`src/rtl/mc_ctrl_if.sv`:
```
// Control bundle between the multicycle MIPS controller and its datapath.
// The controller uses the master side; the datapath (or a bench) the slave side.
interface mc_ctrl_if #(
  parameter int CNT_W = 32
);
  logic [5:0]       Op;
  logic [5:0]       Funct;
  logic             Zero;
  logic             PCWr;
  logic             IRWrite;
  logic             IorD;
  logic             MemRead;
  logic             MemWrite;
  logic             RegWrite;
  logic [1:0]       RegDst;
  logic [1:0]       WDSel;
  logic [1:0]       ALUSrcA;
  logic [1:0]       ALUSrcB;
  logic [1:0]       EXTOp;
  logic [1:0]       PCSource;
  logic [4:0]       ALUOp;
  logic [3:0]       state;
  logic             illegal;
  logic [CNT_W-1:0] instr_cnt;

  modport master (
    input  Op, Funct, Zero,
    output PCWr, IRWrite, IorD, MemRead, MemWrite, RegWrite, RegDst, WDSel,
           ALUSrcA, ALUSrcB, EXTOp, PCSource, ALUOp, state, illegal, instr_cnt
  );

  modport slave (
    output Op, Funct, Zero,
    input  PCWr, IRWrite, IorD, MemRead, MemWrite, RegWrite, RegDst, WDSel,
           ALUSrcA, ALUSrcB, EXTOp, PCSource, ALUOp, state, illegal, instr_cnt
  );
endinterface

```
`src/rtl/mc_ctrl.sv`:
```
// Multicycle MIPS control unit: Moore FSM over FETCH..JUMP plus a retired-instruction
// counter. State and counter are registered; control lines decode state, Op and Funct.
module mc_ctrl #(
  parameter int CNT_W = 32
) (
  input  logic      clk,
  input  logic      rstn,
  mc_ctrl_if.master bus
);

  localparam logic [4:0] ALUOp_NOP  = 5'd0;
  localparam logic [4:0] ALUOp_ADD  = 5'd1;
  localparam logic [4:0] ALUOp_ADDU = 5'd2;
  localparam logic [4:0] ALUOp_SUB  = 5'd3;
  localparam logic [4:0] ALUOp_SUBU = 5'd4;
  localparam logic [4:0] ALUOp_AND  = 5'd5;
  localparam logic [4:0] ALUOp_OR   = 5'd6;
  localparam logic [4:0] ALUOp_XOR  = 5'd7;
  localparam logic [4:0] ALUOp_NOR  = 5'd8;
  localparam logic [4:0] ALUOp_SLT  = 5'd9;
  localparam logic [4:0] ALUOp_SLTU = 5'd10;
  localparam logic [4:0] ALUOp_SLL  = 5'd11;
  localparam logic [4:0] ALUOp_SRL  = 5'd12;
  localparam logic [4:0] ALUOp_SRA  = 5'd13;
  localparam logic [4:0] ALUOp_SLLV = 5'd14;
  localparam logic [4:0] ALUOp_SRLV = 5'd15;
  localparam logic [4:0] ALUOp_SRAV = 5'd16;

  localparam logic [5:0] OP_RTYPE = 6'h00;
  localparam logic [5:0] OP_J     = 6'h02;
  localparam logic [5:0] OP_JAL   = 6'h03;
  localparam logic [5:0] OP_BEQ   = 6'h04;
  localparam logic [5:0] OP_BNE   = 6'h05;
  localparam logic [5:0] OP_ADDI  = 6'h08;
  localparam logic [5:0] OP_ADDIU = 6'h09;
  localparam logic [5:0] OP_SLTI  = 6'h0A;
  localparam logic [5:0] OP_SLTIU = 6'h0B;
  localparam logic [5:0] OP_ANDI  = 6'h0C;
  localparam logic [5:0] OP_ORI   = 6'h0D;
  localparam logic [5:0] OP_XORI  = 6'h0E;
  localparam logic [5:0] OP_LUI   = 6'h0F;
  localparam logic [5:0] OP_LW    = 6'h23;
  localparam logic [5:0] OP_SW    = 6'h2B;

  localparam logic [5:0] FN_SLL  = 6'h00;
  localparam logic [5:0] FN_SRL  = 6'h02;
  localparam logic [5:0] FN_SRA  = 6'h03;
  localparam logic [5:0] FN_SLLV = 6'h04;
  localparam logic [5:0] FN_SRLV = 6'h06;
  localparam logic [5:0] FN_SRAV = 6'h07;
  localparam logic [5:0] FN_JR   = 6'h08;
  localparam logic [5:0] FN_ADD  = 6'h20;
  localparam logic [5:0] FN_ADDU = 6'h21;
  localparam logic [5:0] FN_SUB  = 6'h22;
  localparam logic [5:0] FN_SUBU = 6'h23;
  localparam logic [5:0] FN_AND  = 6'h24;
  localparam logic [5:0] FN_OR   = 6'h25;
  localparam logic [5:0] FN_XOR  = 6'h26;
  localparam logic [5:0] FN_NOR  = 6'h27;
  localparam logic [5:0] FN_SLT  = 6'h2A;
  localparam logic [5:0] FN_SLTU = 6'h2B;

  typedef enum logic [3:0] {
    S_FETCH  = 4'd0,
    S_DECODE = 4'd1,
    S_MEMADR = 4'd2,
    S_MEMRD  = 4'd3,
    S_MEMWB  = 4'd4,
    S_MEMWR  = 4'd5,
    S_EXE    = 4'd6,
    S_ALUWB  = 4'd7,
    S_BRANCH = 4'd8,
    S_JUMP   = 4'd9
  } state_t;

  function automatic logic rtype_legal(input logic [5:0] fn);
    case (fn)
      FN_ADD, FN_ADDU, FN_SUB, FN_SUBU, FN_AND, FN_OR, FN_XOR, FN_NOR,
      FN_SLT, FN_SLTU, FN_SLL, FN_SRL, FN_SRA, FN_SLLV, FN_SRLV, FN_SRAV:
        rtype_legal = 1'b1;
      default: rtype_legal = 1'b0;
    endcase
  endfunction

  function automatic logic [4:0] rtype_aluop(input logic [5:0] fn);
    case (fn)
      FN_ADD:  rtype_aluop = ALUOp_ADD;
      FN_ADDU: rtype_aluop = ALUOp_ADDU;
      FN_SUB:  rtype_aluop = ALUOp_SUB;
      FN_SUBU: rtype_aluop = ALUOp_SUBU;
      FN_AND:  rtype_aluop = ALUOp_AND;
      FN_OR:   rtype_aluop = ALUOp_OR;
      FN_XOR:  rtype_aluop = ALUOp_XOR;
      FN_NOR:  rtype_aluop = ALUOp_NOR;
      FN_SLT:  rtype_aluop = ALUOp_SLT;
      FN_SLTU: rtype_aluop = ALUOp_SLTU;
      FN_SLL:  rtype_aluop = ALUOp_SLL;
      FN_SRL:  rtype_aluop = ALUOp_SRL;
      FN_SRA:  rtype_aluop = ALUOp_SRA;
      FN_SLLV: rtype_aluop = ALUOp_SLLV;
      FN_SRLV: rtype_aluop = ALUOp_SRLV;
      FN_SRAV: rtype_aluop = ALUOp_SRAV;
      default: rtype_aluop = ALUOp_NOP;
    endcase
  endfunction

  function automatic logic [4:0] itype_aluop(input logic [5:0] op);
    case (op)
      OP_ADDI:  itype_aluop = ALUOp_ADD;
      OP_ADDIU: itype_aluop = ALUOp_ADDU;
      OP_SLTI:  itype_aluop = ALUOp_SLT;
      OP_SLTIU: itype_aluop = ALUOp_SLTU;
      OP_ANDI:  itype_aluop = ALUOp_AND;
      OP_ORI:   itype_aluop = ALUOp_OR;
      OP_XORI:  itype_aluop = ALUOp_XOR;
      default:  itype_aluop = ALUOp_NOP;
    endcase
  endfunction

  function automatic logic itype_alu(input logic [5:0] op);
    case (op)
      OP_ADDI, OP_ADDIU, OP_SLTI, OP_SLTIU, OP_ANDI, OP_ORI, OP_XORI, OP_LUI:
        itype_alu = 1'b1;
      default: itype_alu = 1'b0;
    endcase
  endfunction

  function automatic logic [1:0] itype_ext(input logic [5:0] op);
    case (op)
      OP_ANDI, OP_ORI, OP_XORI: itype_ext = 2'b00;
      OP_LUI:                   itype_ext = 2'b10;
      default:                  itype_ext = 2'b01;
    endcase
  endfunction

  state_t           r_state;
  logic [CNT_W-1:0] r_cnt;

  state_t     w_dec_next;
  logic       w_dec_illegal;
  logic       w_retire;
  logic       w_is_rtype;
  logic [1:0] w_exe_src_a;
  logic [1:0] w_exe_src_b;
  logic [1:0] w_exe_ext;
  logic [4:0] w_exe_aluop;

  logic       w_pc_wr;
  logic       w_ir_write;
  logic       w_iord;
  logic       w_mem_read;
  logic       w_mem_write;
  logic       w_reg_write;
  logic [1:0] w_reg_dst;
  logic [1:0] w_wd_sel;
  logic [1:0] w_alu_src_a;
  logic [1:0] w_alu_src_b;
  logic [1:0] w_ext_op;
  logic [1:0] w_pc_source;
  logic [4:0] w_aluop;
  logic       w_illegal;

  assign w_is_rtype = (bus.Op == OP_RTYPE);
  assign w_retire   = (r_state == S_MEMWB) || (r_state == S_MEMWR) || (r_state == S_ALUWB) ||
                      (r_state == S_BRANCH) || (r_state == S_JUMP);

  // Opcode dispatch out of DECODE.
  always_comb begin
    w_dec_next    = S_FETCH;
    w_dec_illegal = 1'b0;
    case (bus.Op)
      OP_LW, OP_SW:   w_dec_next = S_MEMADR;
      OP_BEQ, OP_BNE: w_dec_next = S_BRANCH;
      OP_J, OP_JAL:   w_dec_next = S_JUMP;
      OP_RTYPE: begin
        if (bus.Funct == FN_JR) begin
          w_dec_next = S_JUMP;
        end else if (rtype_legal(bus.Funct)) begin
          w_dec_next = S_EXE;
        end else begin
          w_dec_illegal = 1'b1;
        end
      end
      default: begin
        if (itype_alu(bus.Op)) begin
          w_dec_next = S_EXE;
        end else begin
          w_dec_illegal = 1'b1;
        end
      end
    endcase
  end

  // ALU setup shared by EXE and ALUWB so the result stays stable through writeback.
  always_comb begin
    if (w_is_rtype) begin
      w_exe_src_a = ((bus.Funct == FN_SLL) || (bus.Funct == FN_SRL) || (bus.Funct == FN_SRA)) ?
                    2'b10 : 2'b01;
      w_exe_src_b = 2'b00;
      w_exe_ext   = 2'b00;
      w_exe_aluop = rtype_aluop(bus.Funct);
    end else begin
      w_exe_src_a = 2'b01;
      w_exe_src_b = 2'b10;
      w_exe_ext   = itype_ext(bus.Op);
      w_exe_aluop = itype_aluop(bus.Op);
    end
  end

  // State register and retire counter.
  always_ff @(posedge clk or negedge rstn) begin
    if (!rstn) begin
      r_state <= S_FETCH;
      r_cnt   <= '0;
    end else begin
      if (w_retire) begin
        r_cnt <= r_cnt + {{(CNT_W-1){1'b0}}, 1'b1};
      end else begin
        r_cnt <= r_cnt;
      end
      case (r_state)
        S_FETCH:  r_state <= S_DECODE;
        S_DECODE: r_state <= w_dec_next;
        S_MEMADR: r_state <= (bus.Op == OP_SW) ? S_MEMWR : S_MEMRD;
        S_MEMRD:  r_state <= S_MEMWB;
        S_EXE:    r_state <= S_ALUWB;
        default:  r_state <= S_FETCH;
      endcase
    end
  end

  // Per-state control decode.
  always_comb begin
    w_pc_wr     = 1'b0;
    w_ir_write  = 1'b0;
    w_iord      = 1'b0;
    w_mem_read  = 1'b0;
    w_mem_write = 1'b0;
    w_reg_write = 1'b0;
    w_reg_dst   = 2'b00;
    w_wd_sel    = 2'b00;
    w_alu_src_a = 2'b00;
    w_alu_src_b = 2'b00;
    w_ext_op    = 2'b00;
    w_pc_source = 2'b00;
    w_aluop     = ALUOp_NOP;
    w_illegal   = 1'b0;
    case (r_state)
      S_FETCH: begin
        w_mem_read  = 1'b1;
        w_ir_write  = 1'b1;
        w_pc_wr     = 1'b1;
        w_alu_src_b = 2'b01;
        w_aluop     = ALUOp_ADD;
      end
      S_DECODE: begin
        w_alu_src_b = 2'b11;
        w_ext_op    = 2'b01;
        w_aluop     = ALUOp_ADD;
        w_illegal   = w_dec_illegal;
      end
      S_MEMADR: begin
        w_alu_src_a = 2'b01;
        w_alu_src_b = 2'b10;
        w_ext_op    = 2'b01;
        w_aluop     = ALUOp_ADD;
      end
      S_MEMRD: begin
        w_iord     = 1'b1;
        w_mem_read = 1'b1;
      end
      S_MEMWB: begin
        w_reg_write = 1'b1;
        w_wd_sel    = 2'b01;
      end
      S_MEMWR: begin
        w_iord      = 1'b1;
        w_mem_write = 1'b1;
      end
      S_EXE: begin
        w_alu_src_a = w_exe_src_a;
        w_alu_src_b = w_exe_src_b;
        w_ext_op    = w_exe_ext;
        w_aluop     = w_exe_aluop;
      end
      S_ALUWB: begin
        w_alu_src_a = w_exe_src_a;
        w_alu_src_b = w_exe_src_b;
        w_ext_op    = w_exe_ext;
        w_aluop     = w_exe_aluop;
        w_reg_write = 1'b1;
        w_reg_dst   = w_is_rtype ? 2'b01 : 2'b00;
      end
      S_BRANCH: begin
        w_alu_src_a = 2'b01;
        w_aluop     = ALUOp_SUB;
        w_pc_source = 2'b01;
        w_pc_wr     = (bus.Op == OP_BNE) ? ~bus.Zero : bus.Zero;
      end
      S_JUMP: begin
        w_pc_wr     = 1'b1;
        w_pc_source = w_is_rtype ? 2'b11 : 2'b10;
        w_reg_write = (bus.Op == OP_JAL);
        w_reg_dst   = (bus.Op == OP_JAL) ? 2'b10 : 2'b00;
        w_wd_sel    = (bus.Op == OP_JAL) ? 2'b10 : 2'b00;
      end
      default: begin
        w_aluop = ALUOp_NOP;
      end
    endcase
  end

  // Strobes are held low while reset is asserted even though FETCH is decoded.
  assign bus.PCWr      = w_pc_wr     & rstn;
  assign bus.IRWrite   = w_ir_write  & rstn;
  assign bus.MemRead   = w_mem_read  & rstn;
  assign bus.MemWrite  = w_mem_write & rstn;
  assign bus.RegWrite  = w_reg_write & rstn;
  assign bus.illegal   = w_illegal   & rstn;
  assign bus.IorD      = w_iord;
  assign bus.RegDst    = w_reg_dst;
  assign bus.WDSel     = w_wd_sel;
  assign bus.ALUSrcA   = w_alu_src_a;
  assign bus.ALUSrcB   = w_alu_src_b;
  assign bus.EXTOp     = w_ext_op;
  assign bus.PCSource  = w_pc_source;
  assign bus.ALUOp     = w_aluop;
  assign bus.state     = r_state;
  assign bus.instr_cnt = r_cnt;

endmodule

```
`src/flat_wrapper.sv`:
```
// flat-port wrapper written by rule: the top's interface ports become plain ports
module mc_ctrl_flat 
#(
  parameter int CNT_W = 32
)
  (clk, rstn, bus_Op, bus_Funct, bus_Zero, bus_PCWr, bus_IRWrite, bus_IorD, bus_MemRead, bus_MemWrite, bus_RegWrite, bus_RegDst, bus_WDSel, bus_ALUSrcA, bus_ALUSrcB, bus_EXTOp, bus_PCSource, bus_ALUOp, bus_state, bus_illegal, bus_instr_cnt);
  mc_ctrl_if #(.CNT_W(CNT_W)) bus_i ();
  input  logic clk;
  input  logic rstn;
  input wire logic [$bits(bus_i.Op)-1:0] bus_Op;
  input wire logic [$bits(bus_i.Funct)-1:0] bus_Funct;
  input wire logic [$bits(bus_i.Zero)-1:0] bus_Zero;
  output wire logic [$bits(bus_i.PCWr)-1:0] bus_PCWr;
  output wire logic [$bits(bus_i.IRWrite)-1:0] bus_IRWrite;
  output wire logic [$bits(bus_i.IorD)-1:0] bus_IorD;
  output wire logic [$bits(bus_i.MemRead)-1:0] bus_MemRead;
  output wire logic [$bits(bus_i.MemWrite)-1:0] bus_MemWrite;
  output wire logic [$bits(bus_i.RegWrite)-1:0] bus_RegWrite;
  output wire logic [$bits(bus_i.RegDst)-1:0] bus_RegDst;
  output wire logic [$bits(bus_i.WDSel)-1:0] bus_WDSel;
  output wire logic [$bits(bus_i.ALUSrcA)-1:0] bus_ALUSrcA;
  output wire logic [$bits(bus_i.ALUSrcB)-1:0] bus_ALUSrcB;
  output wire logic [$bits(bus_i.EXTOp)-1:0] bus_EXTOp;
  output wire logic [$bits(bus_i.PCSource)-1:0] bus_PCSource;
  output wire logic [$bits(bus_i.ALUOp)-1:0] bus_ALUOp;
  output wire logic [$bits(bus_i.state)-1:0] bus_state;
  output wire logic [$bits(bus_i.illegal)-1:0] bus_illegal;
  output wire logic [$bits(bus_i.instr_cnt)-1:0] bus_instr_cnt;
  assign bus_i.Op = bus_Op;
  assign bus_i.Funct = bus_Funct;
  assign bus_i.Zero = bus_Zero;
  assign bus_PCWr = bus_i.PCWr;
  assign bus_IRWrite = bus_i.IRWrite;
  assign bus_IorD = bus_i.IorD;
  assign bus_MemRead = bus_i.MemRead;
  assign bus_MemWrite = bus_i.MemWrite;
  assign bus_RegWrite = bus_i.RegWrite;
  assign bus_RegDst = bus_i.RegDst;
  assign bus_WDSel = bus_i.WDSel;
  assign bus_ALUSrcA = bus_i.ALUSrcA;
  assign bus_ALUSrcB = bus_i.ALUSrcB;
  assign bus_EXTOp = bus_i.EXTOp;
  assign bus_PCSource = bus_i.PCSource;
  assign bus_ALUOp = bus_i.ALUOp;
  assign bus_state = bus_i.state;
  assign bus_illegal = bus_i.illegal;
  assign bus_instr_cnt = bus_i.instr_cnt;
  mc_ctrl #(.CNT_W(CNT_W)) u_core (.clk(clk), .rstn(rstn), .bus(bus_i));
endmodule
```
`config.mk`:
```
export PLATFORM = sky130hd
export DESIGN_NAME = mc_ctrl_flat
export DESIGN_NICKNAME = d
export VERILOG_FILES = /design/src/rtl/mc_ctrl_if.sv /design/src/rtl/mc_ctrl.sv /design/src/flat_wrapper.sv
export SDC_FILE = /design/constraint.sdc
export NUM_CORES = 1
export LEC_CHECK = 0
export ABC_AREA = 1
export CAP_MARGIN = 20
export CORE_ASPECT_RATIO = 0.8
export CORE_UTILIZATION = 47
export CTS_CLUSTER_SIZE = 40
export DETAILED_ROUTE_END_ITERATION = 7
export PLACE_DENSITY_LB_ADDON = 0.3
export SLEW_MARGIN = 20
export SYNTH_ARGS = -nofsm -noshare
export SYNTH_HDL_FRONTEND = slang
export SYNTH_SLANG_ARGS = --single-unit
```
`constraint.sdc`:
```
create_clock -name clk -period 2.26 [get_ports clk]
set_input_delay 0.678 -clock clk [delete_from_list [all_inputs] [get_ports clk]]
set_output_delay 0.678 -clock clk [all_outputs]
set_load 0.005 [all_outputs]
```
Yosys cells after proc, flatten, opt, wreduce, memory -nomap -nowiden
Memory sizes are Yosys's and may differ from the RTL's.
Index checks and enable logic that the tools add are counted.
{"block": "op_classes", "n_addsub": 1, "eq_ne": 26, "mux": 39, "n_bitwise": 7, "n_reduce_logical": 24}
{"cell": "$eq 6x4->1 const B", "n": 9}
{"cell": "$add 32x1->32 const B", "n": 1}
{"cell": "$pmux 4 s7", "n": 1}
{"cell": "$eq 6x2->1 const B", "n": 4}
{"cell": "$pmux 2 s2", "n": 6}
{"cell": "$pmux 4 s5", "n": 1}
{"cell": "$reduce_or 2->1", "n": 10}
{"cell": "$eq 4x3->1 const B", "n": 4}
{"cell": "$pmux 4 s4", "n": 1}
{"cell": "$mux 1", "n": 15}
{"cell": "$pmux 5 s3", "n": 1}
{"cell": "$eq 6x3->1 const B", "n": 2}
{"cell": "$eq 6x6->1 const B", "n": 2}
{"cell": "$logic_not 6->1", "n": 2}
{"cell": "$mux 2", "n": 5}
{"cell": "$mux 3", "n": 3}
{"cell": "$eq 4x2->1 const B", "n": 2}
{"cell": "$eq 4x4->1 const B", "n": 2}
{"cell": "$pmux 2 s4", "n": 1}
{"cell": "$reduce_or 7->1", "n": 1}
{"cell": "$and 1x1->1", "n": 6}
{"cell": "$logic_or 1x1->1", "n": 6}
{"cell": "$pmux 1 s2", "n": 3}
{"cell": "$reduce_or 3->1", "n": 2}
{"cell": "7 further kinds", "n": 7}
{"block": "totals", "reg_bits": 36, "rom_bits": 400, "input_bits": 15, "out_inout_bits": 60, "n_memories": 3}
{"name": "(name not given)", "words": 64, "width": 5, "rd": 1, "rd_ports_with_merged_regs": 0, "write_ports": 0, "line": "mc_ctrl.sv:86", "rtl": "case (fn)"}
{"name": "(name not given)", "words": 64, "width": 1, "rd": 1, "rd_ports_with_merged_regs": 0, "write_ports": 0, "line": "mc_ctrl.sv:77", "rtl": "case (fn)"}
{"name": "(name not given)", "words": 16, "width": 1, "rd": 1, "rd_ports_with_merged_regs": 0, "write_ports": 0, "line": "mc_ctrl.sv:121", "rtl": "case (op)"}

Logic depth before layout (Yosys ltp)
Gate-level depths: netlist of run 1.
{"block": "depth", "depth_word": 8, "mapped_depth": 10, "mapped_depth_nobuf": 10}

Worst setup path before layout of run 1
Ideal clock, no wire load.
{"block": "synth_timing", "path_kind": "in2out", "from": "in bus_Funct[0]", "to": "out bus_ALUOp[0]", "arrival_time_ns": 1.488, "t_required_ns": 1.582, "path_slack_ns": 0.094, "stages": 7, "path_cell_list": "inv_1 > ha_1 > or2_2 > nand3_1 > nand4_1 > nand3_1 > nand2_1"}
{"block": "synth_via", "elab_chain_cells": 3}
{"element": "start, declared", "line": "flat_wrapper.sv:11", "rtl": "input wire logic [$bits(bus_i.Funct)-1:0] bus_Funct;"}
{"element": "$mem_v2 64x5"}
{"element": "$mux 5", "line": "mc_ctrl.sv:196", "rtl": "if (w_is_rtype) begin"}
{"element": "$pmux 5 s3", "line": "mc_ctrl.sv:248", "rtl": "case (r_state)"}
{"element": "end, declared", "line": "flat_wrapper.sv:25", "rtl": "output wire logic [$bits(bus_i.ALUOp)-1:0] bus_ALUOp;"}
Every way passes these cells.

Worst setup path after layout of run 1
{"block": "layout_timing", "from": "in bus_Funct[0]", "to": "out bus_ALUOp[1]"}
Same word-level chain as after synthesis.

==> results of run 1 <==
state kept, by name (all words and copies together), names as in the netlist:
name and cells:
u_core.bus.state 4, u_core.bus.instr_cnt 32
power by group:
part | internal, W | switching, W | total [W] | leakage, nW
clock | 0.000249 | 0.000242 | 0.000491 | 0.0455
combinational | 0.000615 | 0.000736 | 0.00135 | 1.79
sequential | 0.000703 | 0.0000796 | 0.000782 | 0.490
total | 0.00157 | 0.00106 | 0.00262 | 2.33
cell usage after synthesis (all sizes together), types with 4 or more instances:
| cell type | count | area (um^2) |
|---|---|---|
| a21oi | 5 | 25.0 |
| dfrtp | 36 | 901 |
| ha | 6 | 75.1 |
| inv | 61 | 229 |
| nand2 | 189 | 727 |
| nand3 | 33 | 180 |
| nand3b | 4 | 30.0 |
| nand4 | 7 | 56.3 |
| nor2 | 90 | 380 |
| nor3 | 5 | 25.0 |
| o21ai | 13 | 65.1 |
| xnor2 | 9 | 78.8 |
| xor2 | 5 | 43.8 |
worst paths after layout:
path	startpoint	depth (start not counted)	slack [ps]	end
worst max-delay path	bus_Funct[0]	10	-320	bus_ALUOp[1]
worst min-delay path	rstn	2	510	u_core.bus.instr_cnt[14]$_DFFE_PN0P_
worst max register to register	u_core.bus.state[3]$_DFF_PN0_	11	240	u_core.bus.instr_cnt[18]$_DFFE_PN0P_
worst min register to register	u_core.bus.instr_cnt[14]$_DFFE_PN0P_	1	530	u_core.bus.instr_cnt[14]$_DFFE_PN0P_
max in group asynchronous	rstn	2	1400	u_core.bus.state[2]$_DFF_PN0_
min in group clk	u_core.bus.instr_cnt[14]$_DFFE_PN0P_	1	530	u_core.bus.instr_cnt[14]$_DFFE_PN0P_
metal layers:
metal  vias up  GRT usage (%)
met3        61           6.39
met4         0           13.1
met5         -              0
li1       1805              -
met1      1854           41.8
met2       284           56.4
cell families after synthesis:
family / after synthesis / synth area share [%]
adder cells (fa/ha/maj): 6 / 2.57
flip-flops: 36 / 30.8
buffers and inverters: 64 / 8.87
XOR/XNOR: 14 / 4.20
AO/OA/AOI/OAI: 25 / 4.76
AND/OR/NAND/NOR: 332 / 48.8
critical path: cells and delay by family:
family	cells	cell delay, ps
adders and majority gates	1	290
AOI/OAI and AO/OA	1	310
and+or+nand+nor	4	260
buffers and inverters	4	370
layout make-up:
type	count	area, um^2	area share [%]
Multi-Input combinational cell	377	2120	44.4
Sequential cell	36	905	18.9
Tap cell	81	101	2.12
Clock buffer	8	90.1	1.88
Inverter	61	229	4.78
Timing Repair Buffer	157	1340	28.0
per-stage QoR:
stage | hold slack (ps) | setup WS, ps | total power, W
6_report | 506 | -321 | 0.00262
3_5_place_dp | 515 | -986 | 0.00188
4_1_cts | 523 | -240 | 0.00246
5_1_grt | 547 | -358 | 0.00273
3_3_place_gp | 511 | -911 | 0.00185
2_1_floorplan | 382 | 93.9 | 0.00126
repair_timing:
| action | 4_1_cts | 5_1_grt |
|---|---|---|
| gates resized for setup | 217 | 34 |
| buffers inserted | 28 | 8 |
| endpoints found under the hold margin | 0 | 0 |
| pin swaps | 29 | 16 |
| endpoints found under the setup margin | 24 | 20 |
==> results.sh, run 1 <==
export IMPL_synth_edf_count=0
export IMPL_cts_tree="done"
export IMPL_critPathCaptureType="primary output"
export IMPL_final_cell_mix="168 x nand2_1, 65 x buf_4, 59 x nor2_1, 50 x inv_1, 37 x clkdlybuf4s50_1"
export IMPL_drv_slew=0
export IMPL_max_stage_delay_ps=310
export IMPL_area_growth_pct=63.9
export IMPL_numCtsBuffers=5
export IMPL_skew_ps=7.14
export IMPL_grt_pass1_vias=3551
export IMPL_maxCapViolCount=0
export IMPL_ys_seq_elements=36
export IMPL_hold_class="input pin to asynchronous set/reset pin"
export IMPL_critPathSlowestCell="o211ai_1"
export IMPL_crit_arrival_ps=1900
export IMPL_worst_slack_ps=-321
export IMPL_rsz0062_at_grt="yes"
export IMPL_finalSetupViolCount=16
export IMPL_cp_cell_sequence="buf_2, inv_2, ha_2, o211ai_1, nand2_4, nand2_2, nand2_1, nand2_1, inv_1, buf_2"
export IMPL_instances_no_fill=720
export IMPL_hold_viol_final=0
export IMPL_clkTransAtPathRegs_ps=80
export IMPL_dpl_hpwl_um=6890
export IMPL_antenna_left=0
export IMPL_met2_length_um=5380
export IMPL_peakVddDrop_v=0.000449
export IMPL_ctsRootBufferMaster="clkbuf_8"
export IMPL_cts_buffer_depth=2
export IMPL_violations="setup timing"
export IMPL_place_inst=677
export IMPL_remaining_drc_errors=0
export IMPL_syn_area_per_cell_um2=6.12
export IMPL_ys_seq_area_share_pct=30.8
export IMPL_dr_pass1_iters=7
export IMPL_io_buffer_count=74
export IMPL_fin_crit_ps=2580
export IMPL_required_ps=1580
export IMPL_tns_ps=-2630
export IMPL_ios=75
export IMPL_die_area_um2=6530
export IMPL_timing_final_crit_share_pct=114
export IMPL_relSlewSlack_pct=68.2
export IMPL_die_width_um=90.1
export IMPL_max_freq_ghz=0.387
export IMPL_yosysWarningCount=0
export IMPL_vias=4004
export IMPL_die_h_um=72.5
export IMPL_async_reset_ff_share_pct=100
export IMPL_drive_gt1_share_pct=33.6
export IMPL_path_class="input pin to primary output"
export IMPL_gr_total_overflow=0
export IMPL_cts_sinks=36
export IMPL_leakage_nw=2.33
export IMPL_core_rowCount=25
export IMPL_gp_congestion=0.892
export IMPL_htreeDepth=2
export IMPL_synthCells=477
export IMPL_final_common_cell="nand2_1"
export IMPL_grt_max_degree=37
export IMPL_totalWireLength_um=11700
export IMPL_final_nets=659
export IMPL_drt_iter0_markers=578
export IMPL_start_util_pct=49.1
export IMPL_outcome="finished with violations"
export IMPL_critical_path_max_fanout=3
export IMPL_ys_types=29
export IMPL_num_fill_cells=378
export IMPL_antenna_cells=0
export IMPL_syn_area_um2=2920
export IMPL_start_kind="input pin"
export IMPL_cts_hold_buffers=0
export IMPL_placed_cell_area_um2=4090
export IMPL_dr_wl_met3_um=1090
export IMPL_utilization_pct=80.5
export IMPL_post_drt_wl_per_cell_um=16.2
export IMPL_final_area_um2=4790
export IMPL_syn_num_nets=498
export IMPL_cellPowerDensity_nw_per_um2=548
export IMPL_worst_slew_pin_slew_ps=477
export IMPL_grt_pass1_wl_um=17000
export IMPL_ys_flop_type="dfrtp_1"
export IMPL_antenna_found_initial=0
export IMPL_routed_via_density=5.56
export IMPL_clk_latency_ps=290
export IMPL_routed_top_layer="met4"
export IMPL_met1Wirelength_um=4650
export IMPL_core_area_um2=5940
export IMPL_grt_use_total_pct=33.0
(Power assumes the default switching activity.)
==> run 2, diff against run 1 <==
--- a/config.mk
+++ b/config.mk
@@ -11,6 +11,7 @@
 export CORE_UTILIZATION = 47
 export CTS_CLUSTER_SIZE = 40
 export DETAILED_ROUTE_END_ITERATION = 7
+export DONT_BUFFER_PORTS = 1
 export PLACE_DENSITY_LB_ADDON = 0.3
 export SLEW_MARGIN = 20
 export SYNTH_ARGS = -nofsm -noshare
==> run 2 against run 1 <==
The flow still finishes with violations (setup timing). Worst hold slack got worse by 440 ps. Fmax rose by 14%. Sequential share of layout area rose by 8.1 points. Via count fell by 24%. Routed wire length fell by 30%. Flip-flop and latch count did not move. Critical endpoint is now bus_ALUSrcA[0].
==> results.sh, run 2 (synthesis results as in run 1) <==
export IMPL_die_width_um=90.1
export IMPL_peakVddDrop_v=0.000389
export IMPL_routed_via_density=5.25
export IMPL_multi_input_area_um2=1920
export IMPL_gr_total_overflow=0
export IMPL_ctsRootBufferMaster="clkbuf_8"
export IMPL_r2r_start="u_core.bus.state[1]$_DFF_PN0_"
export IMPL_leakage_nw=1.56
export IMPL_outcome="finished with violations"
export IMPL_drive_gt1_share_pct=14.3
export IMPL_maxCapViolCount=0
export IMPL_reg2reg_to="u_core.bus.instr_cnt[16]$_DFFE_PN0P_"
export IMPL_finalPower_w=0.00188
export IMPL_worst_slack_ps=-0.803
export IMPL_placed_cell_area_um2=3050
export IMPL_critical_path_max_fanout=8
export IMPL_antenna_cells=0
export IMPL_fin_crit_ps=2260
export IMPL_num_fill_cells=602
export IMPL_timing_final_crit_share_pct=100
export IMPL_hold_class="input pin to asynchronous set/reset pin"
export IMPL_numCtsBuffers=5
export IMPL_final_area_um2=3350
export IMPL_final_cell_mix="181 x nand2_1, 73 x nor2_1, 54 x inv_1, 34 x dfrtp_1, 29 x nand3_1"
export IMPL_tns_ps=-0.803
export IMPL_totalWireLength_um=8140
export IMPL_cts_sinks=36
export IMPL_r2r_cells=6
export IMPL_core_rowCount=25
export IMPL_grt_pass1_vias=2610
export IMPL_vias=3025
export IMPL_worst_slew_pin_slew_ps=410
export IMPL_final_nets=516
export IMPL_core_area_um2=5940
export IMPL_clk_latency_ps=300
export IMPL_start_kind="input pin"
export IMPL_gp_congestion=0.892
export IMPL_required_ps=1580
export IMPL_critPathCaptureType="primary output"
export IMPL_grt_pass1_wl_um=12900
export IMPL_drv_slew=0
export IMPL_antenna_found_initial=0
export IMPL_skew_ps=2.76
export IMPL_whs_ps=66.4
export IMPL_area_growth_pct=14.8
export IMPL_clkTransAtPathRegs_ps=70
export IMPL_max_freq_ghz=0.442
export IMPL_die_area_um2=6530
export IMPL_regArea_um2=903
export IMPL_final_common_cell="nand2_1"
export IMPL_start_util_pct=49.1
export IMPL_post_drt_wl_per_cell_um=14.1
export IMPL_relSlewSlack_pct=72.5
export IMPL_ios=75
export IMPL_grt_max_degree=39
export IMPL_remaining_drc_errors=0
export IMPL_cts_tree="done"
export IMPL_dpl_hpwl_um=6100
export IMPL_utilization_pct=56.4
export IMPL_crit_arrival_ps=1580
export IMPL_dr_pass1_iters=5
export IMPL_cellPowerDensity_nw_per_um2=561
export IMPL_io_buffer_count=0
export IMPL_antenna_left=0
export IMPL_die_h_um=72.5
export IMPL_hold_viol_final=0
export IMPL_rsz0062_at_grt="yes"
export IMPL_rrSetupSlack_ps=520
export IMPL_drt_iter0_markers=190
export IMPL_path_class="input pin to primary output"
export IMPL_cts_buffer_depth=2
export IMPL_finalSetupViolCount=1
export IMPL_grt_use_total_pct=25.1
export IMPL_violations="setup timing"
export IMPL_largest_reg_flops=32
export IMPL_cts_hold_buffers=0
export IMPL_htreeDepth=2
-- run 2: power breakdown --
group | internal [W] | switching [W] | leakage [nW]
registers | 0.000702 | 0.000106 | 0.491
logic | 0.000183 | 0.000445 | 1.02
clock network | 0.000210 | 0.000235 | 0.0410
-- run 2: worst max path at each step --
stage	startpoint	endpoint	depth (start not counted)
after floorplan	bus_Funct[0]	bus_ALUOp[0]	7
after global placement	bus_Op[3]	bus_ALUOp[1]	8
after detailed placement	bus_Op[3]	bus_ALUSrcA[1]	5
after CTS	u_core.bus.state[2]$_DFF_PN0_	bus_illegal	5
after global routing	bus_Funct[0]	bus_ALUOp[1]	8
final	bus_Op[4]	bus_ALUSrcA[0]	6
-- run 2: metrics by stage --
stage | setup WS (ps) | std cells
finish | -0.803 | 576
global route | -81.6 | 576
CTS | 7.08 | 570
detailed placement | 2.70 | 563
global placement | 13.7 | 563
floorplan | 93.9 | 477
-- run 2: area by class of cell --
| cell class | count | share of cell area (%) |
|---|---|---|
| inverters | 61 | 7.05 |
| clock inverters | 1 | 0.149 |
| multi-input cells | 377 | 57.4 |
| repair buffers | 14 | 3.25 |
| flip-flops and latches | 36 | 27.0 |
| clock buffers | 6 | 2.16 |
| well taps | 81 | 3.02 |
-- run 2: metal layers --
metal / routed length (um) / global-route usage (%) / share of wire (%)
met1: 4010 / 36.3 / 49
met2: 3440 / 35.8 / 42
met3: 608 / 8.81 / 7.5
met4: 86 / 5.56 / 1.1
met5: 0 / 0 / 0
-- run 2: repair_timing --
item | CTS | global route
pin swaps | 0 | 14
buffers inserted | 0 | 6
setup endpoints to repair | 11 | 14
gates cloned | 0 | 0
endpoints found under the hold margin | 0 | 0
resized for setup | 8 | 37
-- run 2: worst max-delay path, stage by stage --
cell and delay [ps]:
nor2_4 240, nand2_4 90, nor2_4 160, o31ai_4 100, o21ai_1 170, nand3_1 140
